File: src/rtl/sfcw_acq_ctrl.sv
// sfcw_acq_ctrl: SFCW receive-path acquisition sequencer.
// For each frequency step: request a synth step, wait for lock, settle,
// capture ADC words, then present one result per step on a valid/ready stream.
// Optional feature macro: ACQ_AVG_EN (averaging over SAMPLES words).
// Without it, a single ADC word is captured per step.
module sfcw_acq_ctrl #(
    parameter int ADC_W      = 14,
    parameter int NUM_STEPS  = 64,
    parameter int SETTLE_CYC = 100,
    parameter int SAMPLES    = 16
) (
    input  logic             clk,
    input  logic             rst_n,
    input  logic             start,
    input  logic             abort,
    input  logic [ADC_W-1:0] adc_val,
    output logic             step_req,
    input  logic             step_ack,
    output logic [11:0]      step_idx,
    output logic [ADC_W-1:0] res_data,
    output logic [11:0]      res_step,
    output logic             res_valid,
    input  logic             res_ready,
    output logic             busy,
    output logic             done
);

    typedef enum logic [2:0] {IDLE, STEP, SETTLE, CAPTURE, OUTPUT} state_t;

    localparam logic [15:0] SETTLE_LAST = 16'(SETTLE_CYC - 1);
    localparam logic [11:0] LAST_IDX    = 12'(NUM_STEPS - 1);
`ifdef ACQ_AVG_EN
    localparam int          LOG_S       = $clog2(SAMPLES);
    localparam int          ACC_W       = ADC_W + LOG_S;
    localparam logic [15:0] CAP_LAST    = 16'(SAMPLES - 1);
`else
    localparam logic [15:0] CAP_LAST    = 16'd0;
`endif

    state_t      state, state_nxt;
    logic [15:0] cnt;
    logic        go, settle_done, cap_done, xfer, last_xfer;

    // State register
    always_ff @(posedge clk or negedge rst_n) begin
        if (!rst_n) state <= IDLE;
        else        state <= state_nxt;
    end

    // Next-state decode and state-derived outputs; abort overrides everything
    always_comb begin
        state_nxt   = state;
        step_req    = 1'b0;
        res_valid   = 1'b0;
        busy        = (state != IDLE);
        go          = 1'b0;
        settle_done = 1'b0;
        cap_done    = 1'b0;
        xfer        = 1'b0;
        last_xfer   = 1'b0;
        case (state)
            IDLE: begin
                if (start) begin
                    go        = 1'b1;
                    state_nxt = STEP;
                end
            end
            STEP: begin
                step_req = 1'b1;
                if (step_ack) state_nxt = SETTLE;
            end
            SETTLE: begin
                if (cnt == SETTLE_LAST) begin
                    settle_done = 1'b1;
                    state_nxt   = CAPTURE;
                end
            end
            CAPTURE: begin
                if (cnt == CAP_LAST) begin
                    cap_done  = 1'b1;
                    state_nxt = OUTPUT;
                end
            end
            OUTPUT: begin
                res_valid = 1'b1;
                if (res_ready) begin
                    xfer      = 1'b1;
                    last_xfer = (step_idx == LAST_IDX);
                    state_nxt = last_xfer ? IDLE : STEP;
                end
            end
            default: state_nxt = IDLE;
        endcase
        if (abort) state_nxt = IDLE;
    end

`ifdef ACQ_AVG_EN
    logic [ACC_W-1:0] acc, acc_sum;
    assign acc_sum = acc + ACC_W'(adc_val);

    // Sample accumulator, cleared as CAPTURE is entered
    always_ff @(posedge clk or negedge rst_n) begin
        if (!rst_n)                acc <= '0;
        else if (settle_done)      acc <= '0;
        else if (state == CAPTURE) acc <= acc_sum;
    end
`else
    logic unused_samples;
    assign unused_samples = ^SAMPLES;
`endif

    // Step index, shared settle/capture counter, result register, done pulse
    always_ff @(posedge clk or negedge rst_n) begin
        if (!rst_n) begin
            step_idx <= '0;
            cnt      <= '0;
            res_data <= '0;
            res_step <= '0;
            done     <= 1'b0;
        end else begin
            done <= last_xfer && !abort;
            if (abort || go)            step_idx <= '0;
            else if (xfer && !last_xfer) step_idx <= step_idx + 12'd1;
            // cnt reads zero on the first cycle of SETTLE and of CAPTURE
            if ((state == SETTLE && !settle_done) || state == CAPTURE) cnt <= cnt + 16'd1;
            else                                                       cnt <= '0;
            if (cap_done) begin
                res_step <= step_idx;
`ifdef ACQ_AVG_EN
                res_data <= acc_sum[ACC_W-1:LOG_S];
`else
                res_data <= adc_val;
`endif
            end
        end
    end

endmodule

File: config.mk
export PLATFORM = sky130hd
export DESIGN_NAME = sfcw_acq_ctrl
export DESIGN_NICKNAME = d
export VERILOG_FILES = /design/src/rtl/sfcw_acq_ctrl.sv
export SDC_FILE = /design/constraint.sdc
export NUM_CORES = 1
export LEC_CHECK = 0
export ABC_AREA = 1
export CORE_MARGIN = 1.5
export CORE_UTILIZATION = 59
export DETAILED_ROUTE_END_ITERATION = 12
export DONT_BUFFER_PORTS = 1
export GPL_ROUTABILITY_DRIVEN = 0
export HOLD_SLACK_MARGIN = 0.03
export PLACE_DENSITY = 0.75
export SLEW_MARGIN = 0
export SYNTH_ARGS = -nofsm -noshare
export SYNTH_HDL_FRONTEND = slang
export SYNTH_SLANG_ARGS = --single-unit
File: constraint.sdc
create_clock -name clk -period 1.79 [get_ports clk]
set_input_delay 0.358 -clock clk [delete_from_list [all_inputs] [get_ports clk]]
set_output_delay 0.358 -clock clk [all_outputs]
set_load 0.02 [all_outputs]
==> flow_summary_export.csv <==
group,metric,value,unit
sta,rsz0062_at_grt,"no",
setup_path,r2r_end,"step_idx[11]",
sta,finalHoldViolCount,0,
yosys,synthesis.area,3079,um2
yosys,synth.top_cell.area_share,47.14,%
yosys,ys_seq_elements,58,
yosys,ys_seq_area_share,47.14,%
sta,max_freq,607.3,MHz
yosys,yosysUniqueCellTypes,28,
drt,postRouteAntennaNets,0,
finish,n_antenna_cell,0,
power,ir_drop,0.0007952,V
hold_path,min_path_cells,1,
setup_path,crit_path_start_kind,"flop",
yosys,syn_inst,377,
yosys,ys.warnings.count,0,
drt,via_count,2489,
floorplanning,die-height,75.24,um
sta,finalSetupViolCount,0,
finish,nNetsFinal,415,
hold_path,holdCritStartpoint,"abort",
drt,drt_first_pass_iters,4,
finish,fillers,444,
clock_network,htreeDepth,3,
finish,area_delta_synth_final,11.70,%
hold_path,hold_class,"in2reg",
placement,numPortBuffers,0,
clock_network,clock_latency,350,ps
floorplanning,die-area,5661,um2
yosys,synth_top_area_cell,"dfrtp_1",
global_route,grt_max_degree,59,
sta,skew,11.68,ps
sta,min_period,1647,ps
floorplanning,die_x,75.24,um
setup_path,cp.arrival,1290,ps
setup_path,r2r_setup_slack,180,ps
clock_network,cts.repair.resized,0,
power,p_leak,1.615,nW
sta,period_share,92.00,%
drt,drtIter0Drc,141,
floorplanning,row_count,26,
global_route,overflow,0,
sta,slew_headroom,74.43,%
global_route,antenna_found_initial,0,
drt,wl,6331,um
yosys,synth.top_cells.by_area,"dfrtp_1 (47%), nand2_1 (11%), inv_1 (6.7%)",
job,max_cap_violations,0,
setup_path,crit_type,"reg2out",
power,p_per_area,1140,nW/um2
floorplanning,io_pins,62,
setup_path,r2r-start,"step_idx[7]",
global_route,track_usage,24.39,%
setup_path,worstPathRequired,1430,ps
drt,wl_per_cell,13.56,um
finish,drive_gt1_share,17.63,%
yosys,syn_avg_cell_area,8.168,um2
sta,slew_viol_final,0,
drt,drc,0,
clock_network,cts_root_buf,"clkbuf_8",
drt,via_per_inst,5.330,
floorplanning,initial_utilization,60.68,%
sta,fin_setup_tns,0,ps
status,status,"complete, no violations",
clock_network,cts_tree,"done",
placement,dp_cells,449,
floorplanning,coreArea,5075,um2
placement,post-dp-hpwl,4483,um
setup_path,cp-end-kind,"primary output",
finish,final_cells,467,
setup_path,worstPathMaxFanout,6,
clock_network,clockBufferDepth,2,
setup_path,ff2ff_path_depth,8,
clock_network,cts_buffers,9,
global_route,grt_pass1_vias,2249,
yosys,synthesis.nets,400,
sta,worstMarginPinSlew,383.6,ps
clock_network,clock_sinks,58,
clock_network,path_clk_slew,70,ps
global_route,grt_pass1_wl,10170,um
hold_path,min_to,"done",
==> cells in the mapped netlist, drive strengths merged <==
cell and count:
xor2 5, a31oi 1, nand2 95, buf 6, nor3 14, nand4 8
inv 58, o31ai 1, nor2 45, ha 3, o21ai 40, nand3b 3
dfrtp 58, a21oi 10, nand3 28, clkinv 2
==> flip-flops by register name, summed over array words and instances, names as in the netlist <==
name / count
step_idx: 12
cnt: 16
res_step: 12
done: 1
res_data: 14
state: 3
==> cell usage in the layout (no fill, tap or decap), types with 4 or more instances in the layout <==
| cell | n |
|---|---|
| a21oi_1 | 10 |
| nand2_1 | 88 |
| inv_1 | 55 |
| nand3_1 | 24 |
| nand4_1 | 8 |
| clkbuf_8 | 9 |
| nand2_2 | 4 |
| xor2_1 | 5 |
| nor2_1 | 38 |
| dfrtp_1 | 58 |
| buf_4 | 7 |
| nor3_1 | 12 |
| o21ai_2 | 20 |
| o21ai_0 | 4 |
| o21ai_1 | 16 |
| nor2_2 | 4 |
==> layout make-up <==
type | instances | area, um2 | share of cell area (%)
Tap cell | 70 | 87.58 | 2.546
Sequential cell | 58 | 1451 | 42.20
Timing Repair Buffer | 10 | 110.1 | 3.201
Inverter | 60 | 232.7 | 6.766
Clock inverter | 7 | 102.6 | 2.983
Multi-Input combinational cell | 253 | 1331 | 38.71
Clock buffer | 9 | 123.9 | 3.601
==> kinds of logic (layout without fill, tap and decap cells) <==
family	Yosys count	after routing	share of synthesized area, %
flops	58	58	47.14
compound gates	52	52	11.01
xor+xnor	5	5	1.422
buf+inv	66	86	9.630
simple gates	193	193	29.58
fa+ha+maj	3	3	1.219
==> layer usage <==
layer	vias up	part of all wire (%)	global-route usage (%)
met5	-	0	0
li1	1233	-	-
met4	0	0.74	6.944
met2	89	46	37.27
met1	1160	45	32.47
met3	7	7.9	9.639
==> worst max-delay path by stage <==
stage                           start            to  slack, ps  cells after the start
final                        state[0]     res_valid        140                      3
after global routing           cnt[0]       cnt[12]          6                      8
after CTS                    state[0]     res_valid        130                      3
after detailed placement     state[0]   step_idx[9]        220                      8
after global placement    step_idx[7]  step_idx[11]        250                      8
after floorplan           step_idx[0]   step_idx[4]        230                      9
==> report_power, final <==
part	internal [mW]	switching, mW	leakage (nW)
Combinational	0.249	0.468	0.723
Sequential	1.50	0.344	0.782
Clock	0.794	0.569	0.110
Total	2.54	1.38	1.61
==> what timing repair did <==
| item | CTS | global route |
|---|---|---|
| hold buffers | 2 | 0 |
| hold endpoints to repair | 58 | 0 |
| setup buffers | 0 | 0 |
==> worst max-delay path, cell delays in order, from the launching register on <==
cell and delay, ps:
dfrtp_1 470, nor2_4 200, nand2_2 100, inv_1 180
==> stage by stage <==
step	setup slack, ps	util, %	total power, mW	hold WS [ps]	instance area (um2)
floorplan	228.3	-	2.441	62.41	3079
global placement	248.5	62.57	2.520	64.88	3176
detailed placement	215.8	62.57	2.545	64.65	3176
CTS	134.7	67.78	3.957	67.03	3440
global route	5.546	67.78	4.138	67.70	3440
finish	143.3	67.78	3.920	78.41	3440
No activity file was read; power rests on OpenSTA's default activity.
